<file path="src/rtl/fifo_pkg.sv">
// Shared sizing helpers for the pulse-drained FIFO.
// Pointer and count widths both carry one extra wrap bit above the address.
package fifo_pkg;

  function automatic int ptr_w(input int depth);
    return $clog2(depth) + 1;
  endfunction

  localparam int FIFO_DEF_DEPTH = 8;

  typedef logic [ptr_w(FIFO_DEF_DEPTH)-1:0] ptr_t;
  typedef logic [ptr_w(FIFO_DEF_DEPTH)-1:0] cnt_t;

endpackage

</file>
<file path="src/rtl/fifo_mem.sv">
// DEPTH x DATA_W simple dual-port storage: synchronous write, combinational read.
// Contents are never reset; the pointer logic decides what is valid.
module fifo_mem #(
  parameter int DATA_W = 8,
  parameter int DEPTH  = 8
) (
  input  logic                     clk_i,
  input  logic                     we_i,
  input  logic [$clog2(DEPTH)-1:0] waddr_i,
  input  logic [DATA_W-1:0]        wdata_i,
  input  logic [$clog2(DEPTH)-1:0] raddr_i,
  output logic [DATA_W-1:0]        rdata_o
);

  logic [DATA_W-1:0] mem_q [DEPTH];

  always_ff @(posedge clk_i) begin
    if (we_i) mem_q[waddr_i] <= wdata_i;
  end

  assign rdata_o = mem_q[raddr_i];

endmodule

</file>
<file path="src/rtl/pulse_fifo.sv">
// FIFO drained by single-cycle pop pulses; popped word appears registered one cycle later.
// hold_o flags near-empty so the upstream pulse generator stops requesting.
module pulse_fifo
  import fifo_pkg::*;
#(
  parameter int DATA_W    = 8,
  parameter int DEPTH     = 8,
  parameter int LOW_WATER = 1
) (
  input  logic                   clk_i,
  input  logic                   rst_i,
  input  logic                   wr_valid_i,
  input  logic [DATA_W-1:0]      wr_data_i,
  output logic                   wr_ready_o,
  input  logic                   pop_pulse_i,
  output logic                   rd_valid_o,
  output logic [DATA_W-1:0]      rd_data_o,
  output logic [$clog2(DEPTH):0] count_o,
  output logic                   empty_o,
  output logic                   full_o,
  output logic                   hold_o,
  output logic                   underflow_o
);

  localparam int PW = ptr_w(DEPTH);
  localparam int AW = PW - 1;

  logic [PW-1:0]     wr_ptr_q, wr_ptr_d, rd_ptr_q, rd_ptr_d, count_q, count_d;
  logic              empty_q, empty_d, full_q, full_d, hold_q, hold_d;
  logic              rd_valid_q, rd_valid_d, underflow_q, underflow_d;
  logic [DATA_W-1:0] rd_data_q, rd_data_d, mem_rdata;
  logic              push, pop;

  fifo_mem #(.DATA_W(DATA_W), .DEPTH(DEPTH)) u_mem (
    .clk_i   (clk_i),
    .we_i    (push),
    .waddr_i (wr_ptr_q[AW-1:0]),
    .wdata_i (wr_data_i),
    .raddr_i (rd_ptr_q[AW-1:0]),
    .rdata_o (mem_rdata)
  );

  // Pop qualifies on the registered empty flag, so an empty-cycle push never falls through.
  always_comb begin
    push        = wr_valid_i && !full_q;
    pop         = pop_pulse_i && !empty_q;
    wr_ptr_d    = wr_ptr_q + PW'(push);
    rd_ptr_d    = rd_ptr_q + PW'(pop);
    count_d     = wr_ptr_d - rd_ptr_d;
    empty_d     = (wr_ptr_d == rd_ptr_d);
    full_d      = (wr_ptr_d[PW-1] != rd_ptr_d[PW-1]) &&
                  (wr_ptr_d[AW-1:0] == rd_ptr_d[AW-1:0]);
    hold_d      = (count_d <= PW'(LOW_WATER));
    rd_valid_d  = pop;
    rd_data_d   = pop ? mem_rdata : rd_data_q;
    underflow_d = underflow_q || (pop_pulse_i && empty_q);
  end

  always_ff @(posedge clk_i) begin
    if (rst_i) begin
      wr_ptr_q    <= '0;
      rd_ptr_q    <= '0;
      count_q     <= '0;
      empty_q     <= 1'b1;
      full_q      <= 1'b0;
      hold_q      <= 1'b1;
      rd_valid_q  <= 1'b0;
      rd_data_q   <= '0;
      underflow_q <= 1'b0;
    end else begin
      wr_ptr_q    <= wr_ptr_d;
      rd_ptr_q    <= rd_ptr_d;
      count_q     <= count_d;
      empty_q     <= empty_d;
      full_q      <= full_d;
      hold_q      <= hold_d;
      rd_valid_q  <= rd_valid_d;
      rd_data_q   <= rd_data_d;
      underflow_q <= underflow_d;
    end
  end

  assign wr_ready_o  = !full_q;
  assign rd_valid_o  = rd_valid_q;
  assign rd_data_o   = rd_data_q;
  assign count_o     = count_q;
  assign empty_o     = empty_q;
  assign full_o      = full_q;
  assign hold_o      = hold_q;
  assign underflow_o = underflow_q;

endmodule

</file>
<file path="config.mk">
export PLATFORM = sky130hd
export DESIGN_NAME = pulse_fifo
export DESIGN_NICKNAME = d
export VERILOG_FILES = /design/src/rtl/fifo_pkg.sv /design/src/rtl/fifo_mem.sv /design/src/rtl/pulse_fifo.sv
export SDC_FILE = /design/constraint.sdc
export NUM_CORES = 1
export LEC_CHECK = 0
export BUFFER_PORTS_ARGS = -buffer_cell sky130_fd_sc_hd__buf_2
export CORE_UTILIZATION = 53
export CTS_CLUSTER_SIZE = 16
export DETAILED_ROUTE_END_ITERATION = 8
export GPL_ROUTABILITY_DRIVEN = 0
export PLACE_DENSITY = 0.73
export REMOVE_ABC_BUFFERS = 1
export SYNTH_ARGS = -nofsm -noshare
export SYNTH_HDL_FRONTEND = slang
export SYNTH_SLANG_ARGS = --single-unit
</file>
<file path="constraint.sdc">
create_clock -name clk_i -period 2.88 [get_ports clk_i]
set_input_delay 0.432 -clock clk_i [delete_from_list [all_inputs] [get_ports clk_i]]
set_output_delay 0.432 -clock clk_i [all_outputs]
set_load 0.01 [all_outputs]
</file>
Word level (Yosys, flattened, before mapping). Memories as Yosys holds them, arrays and structs flattened. A register that Yosys moved wholly into a read port is not among the register bits. Cells that the tools add are included.

Flip-flop bits (word level): 17. Bits of input ports: 12. Logic and storage cells: 25. Memory bits (writable): 64. Memories: 1.

Memories: u_mem.mem_q (words 8, width 8, rd ports 1, clocked after Yosys merged registers in 1, write ports 1, line fifo_mem.sv:15) `logic [DATA_W-1:0] mem_q [DEPTH];`.

Equal/unequal tests: 3. Order comparisons: 1. Multiplexer cells: 2. Reductions and logical operators: 7. $add $sub $neg: 3.

Operator list (count): $add A4 B1 Y4 (2); $eq A4 B4 Y1 (1); $le A4 B1 Y1 const B (1); $logic_and A1 B1 Y1 (4); $sub A4 B4 Y4 (1); $eq A3 B3 Y1 (1); $logic_not A1 Y1 (2); $mux W1 (2); $logic_or A1 B1 Y1 (1); $ne A1 B1 Y1 (1).

Longest topological paths before layout.
Depth in word-level cells: 5. Mapped depth: 11. Depth with buffers taken out: 10.

Cells and area by module. A second synthesis with hierarchy kept.

Cell total of the unflattened synthesis: 209. Area, all modules: 3507.1 µm².

By module, submodules not included: fifo_mem (cells an instance 106, area an instance 2531.2 µm², instances 1); pulse_fifo (cells an instance 103, area an instance 975.9 µm², instances 1).

Worst setup path before layout. OpenSTA, ideal clock, no wires.

Kind: input to register. Start: in pop_pulse_i. End: reg hold_q, in the netlist hold_o. Setup time: 115 ps. Slack: 175 ps. Required time: 2765 ps. Stages: 11. Arrival time: 2590 ps. Path buffers: 2. Path through: nor2b_1 > clkbuf_1 > buf_1 > ha_1 > ha_1 > xnor2_4 > ha_1 > a21o_1 > a31oi_1 > xor2_1 > a31o_1.

Cells in the longest elaborated chain, start to end: 4.

Ends and longest elaborated chain: start, declared (line pulse_fifo.sv:15) `input logic pop_pulse_i,`; $logic_and A1 B1 Y1 (line pulse_fifo.sv:46) `pop = pop_pulse_i && !empty_q;`; via pop (line pulse_fifo.sv:32) `logic push, pop;`; $add A4 B1 Y4 (line pulse_fifo.sv:48) `rd_ptr_d = rd_ptr_q + PW'(pop);`; $sub A4 B4 Y4 (line pulse_fifo.sv:49) `count_d = wr_ptr_d - rd_ptr_d;`; $le A4 B1 Y1 (line pulse_fifo.sv:53) `hold_d = (count_d <= PW'(LOW_WATER));`; end signal, assigned (line pulse_fifo.sv:76) `hold_q <= hold_d;`; end, declared (line pulse_fifo.sv:29) `logic empty_q, empty_d, full_q, full_d, hold_q, hold_d;`.

The timed path passes the listed nets, and every way through them passes these cells. A chain may end at the register's enable or synchronous reset.

Worst setup path after layout.
Start: reg full_q, in the netlist full_o. End: reg hold_q, in the netlist hold_o.

Cells in the longest elaborated chain, start to end: 5.

Ends and longest elaborated chain: start, declared (line pulse_fifo.sv:29); start signal, assigned (line pulse_fifo.sv:75) `full_q <= full_d;`; $logic_not A1 Y1 (line pulse_fifo.sv:45) `push = wr_valid_i && !full_q;`; $logic_and A1 B1 Y1 (line pulse_fifo.sv:45); $add A4 B1 Y4 (line pulse_fifo.sv:47) `wr_ptr_d = wr_ptr_q + PW'(push);`; via wr_ptr_d[2] (line pulse_fifo.sv:28) `logic [PW-1:0] wr_ptr_q, wr_ptr_d, rd_ptr_q, rd_ptr_d, count_q, count_d;`; $sub A4 B4 Y4 (line pulse_fifo.sv:49); $le A4 B1 Y1 (line pulse_fifo.sv:53).

The timed path passes the listed nets, and every way through them passes these cells.

==> results by group <==
Outcome
  – Status: complete, no violations

Synthesis
  – Async set-reset flop share out of synthesis: 0%
  – XOR/XNOR share of the synthesized area: 4.16%
  – Mux contribution to synthesized area: 12.6%
  – Post-synthesis cell count: 203
  – Synthesized area: 3490 sq um
  – Unique masters post-synth: 30
  – Adder-Cell Fraction of Synth Area: 3.23%
  – YS warnings: 0
  – Main synth FF type: edfxtp_1
  – Syn_area_per_cell: 17.2 sq um
  – Synth Area in Simple Gates: 5.53%
  – Post-synth EDFFs: 64
  – #FFs+latches synth: 89
  – Synth Area in Compound Gates: 2.80%
  – Largest family of logic cells by synthesized area: multiplexers
  – Seq/Total Area, Yosys: 69.5%

Place
  – PortBufs: 29
  – Pre-CTS WS: 0.391 ns
  – Final HPWL DP: 3730 um

Clock tree
  – Hold_buf cts: 0
  – Clock slew at reported path FFs: 0.09 ns
  – TritonCTS clock tree: built
  – H-tree depth: 3
  – Cells resized by post-CTS repair: 0
  – CTS Buf Count: 9
  – Max clock buf depth: 2
  – Setup bufs post-CTS: 0
  – Worst-Skew Late Latency: 0.37 ns
  – Clk root buf: clkbuf_8
  – Clk sink count: 89

Drt
  – Via density: 5.49
  – Antenna violation net count after detailed routing: 0
  – DR vias: 1806
  – Pre-antenna DRT Iters: 6
  – DRC viols: 0
  – Final WL: 5720 um
  – Wire length per cell: 17.4 um
  – 1st-iter DRT viols: 127

STA
  – Final period util: 78.3%
  – RSZ-0062 raised after global routing: no
  – Fin crit period: 2.26 ns
  – Slew at the pin with the worst max-slew slack: 0.569 ns
  – Max Fclk: 0.443 GHz
  – Final setup viols: 0
  – Slew HR: 61.9%
  – Max Slew Vio Count: 0
  – PnR worst setup slack: 0.624 ns
  – Clock skew: 0.0162 ns
  – TNS Setup: 0 ns
  – Hold Vio Cnt, Final: 0

Floorplanning
  – Core area: 6350 sq um
  – Die height: 83.1 um
  – Die W: 83.1 um
  – Initial Utilization: 54.9%
  – Num rows: 29
  – Number of I/O pins: 30
  – Die area: 6910 sq um

Finish
  – Sequential cell area: 2420 sq um
  – Area Growth Syn to Fin: 13.9%
  – Final #Nets: 268
  – Util after Layout: 62.5%
  – ANT cells: 0
  – Multi-input gate area: 988 sq um
  – Fraction of layout cells with a size suffix above 1: 31.0%
  – Fill count: 486

Power
  – Power Density: 676 nW/um^2
  – Worst vdd ir: 0.499 mV
  – Pleak: 0.00142 uW

Critical path
  – CP Capture Type: flop
  – Crit path max fanout: 4
  – Crit start category: flop
  – Crit Path Class: flop to flop
  – Required time of the critical path: 3.14 ns
  – Critical path arrival: 2.52 ns
  – R2R setup slack: 0.62 ns

Run
  – Max-Cap Viols: 0

GRT
  – Antenna violations before repair: 0
  – Met3 Usage GRT: 7.26%
  – First-pass GRT wire length: 9030 um
  – GR Overflow Total: 0
  – Busiest grt layer: met2
  – Total track usage: 18.5%
  – Largest net degree at the start of global routing: 26
  – Routing usage on met2: 29.7%
  – Number of global-route vias before repair: 1765
  – Grt met1 use: 23.3%

Min path
  – Tightest Hold Check Type: input pin to flop
final timing paths:
| path | to | cells after the start | from |
|---|---|---|---|
| hold reg to reg | underflow_o | 2 | underflow_o |
| setup / recovery | hold_o | 10 | full_o |
| hold / removal | underflow_o | 3 | pop_pulse_i |
| setup reg to reg | hold_o | 10 | full_o |
cell type report:
cell class              instances  share of cell area, %
clock buffers                   9                   3.12
clock inverters                 7                   1.95
inverters                       5                  0.473
multi-input cells             100                   24.9
flip-flops and latches         89                   61.0
well taps                      77                   2.43
repair buffers                 42                   6.11
cells in the mapped netlist, types with 3 or more instances:
| cell type | n | area share (%) |
|---|---|---|
| dfxtp_1 | 25 | 14 |
| nand2_1 | 3 | 0.32 |
| xor2_1 | 5 | 1.3 |
| ha_1 | 9 | 3.2 |
| edfxtp_1 | 64 | 55 |
| xnor2_2 | 3 | 1.4 |
| a211oi_1 | 8 | 1.7 |
| nor2_1 | 26 | 2.8 |
| mux2i_1 | 8 | 2.3 |
| nor2b_1 | 6 | 1.1 |
| clkbuf_1 | 3 | 0.32 |
| inv_1 | 5 | 0.54 |
| mux4_2 | 16 | 10 |
through the flow:
step                instances  total power (uW)  instance area (sq um)  hold slack [ns]
floorplan                 194              1730                   3430            0.499
global placement          313              1850                   3770            0.446
detailed placement        313              1860                   3770            0.457
CTS                       329              2710                   3970            0.302
global route              329              2800                   3970            0.315
finish                    329              2680                   3970            0.317
routing by layer:
layer,part of all wire [%],routed length [um]
met4,1.2,68
met2,50,2880
met3,4.0,231
met1,44,2540
met5,0,0
critical path, stage by stage (launching register included):
cell and delay [ns]:
dfxtp_1 0.33, nor2b_1 0.23, ha_1 0.20, ha_1 0.18, xnor2_2 0.16, inv_1 0.07
ha_1 0.31, a21o_1 0.17, a31oi_1 0.16, xor2_1 0.11, a31o_1 0.23
state kept, by name, indices dropped and copies added, names as in the netlist:
register     flops
count_o          4
empty_o          1
full_o           1
hold_o           1
rd_data_o        8
rd_ptr_q         4
rd_valid_o       1
u_mem.mem_q     64
underflow_o      1
wr_ptr_q         4
power by group:
group | total (uW) | switching, uW | internal, uW | leakage (uW)
clock network | 864 | 456 | 408 | 0.0000954
logic | 353 | 187 | 166 | 0.000541
registers | 1470 | 25.5 | 1440 | 0.000786
total | 2680 | 669 | 2010 | 0.00142
cell usage in the layout (no fill, tap or decap), types with 6 or more instances in the layout:
cell      instances
buf_4            13
buf_2            29
ha_1              9
mux4_2           16
clkbuf_8          9
mux2i_1           8
nor2b_1           6
a211oi_1          8
dfxtp_1          25
nor2_1           26
edfxtp_1         64
kinds of logic after synthesis:
kind of cell,count (synthesis)
adders and majority gates,9
AOI/OAI and AO/OA,13
and+or+nand+nor,43
xor gates and xnor gates,11
buffers and inverters,14
muxes,24
DFF,89
Power figures use the tool's default switching activity.
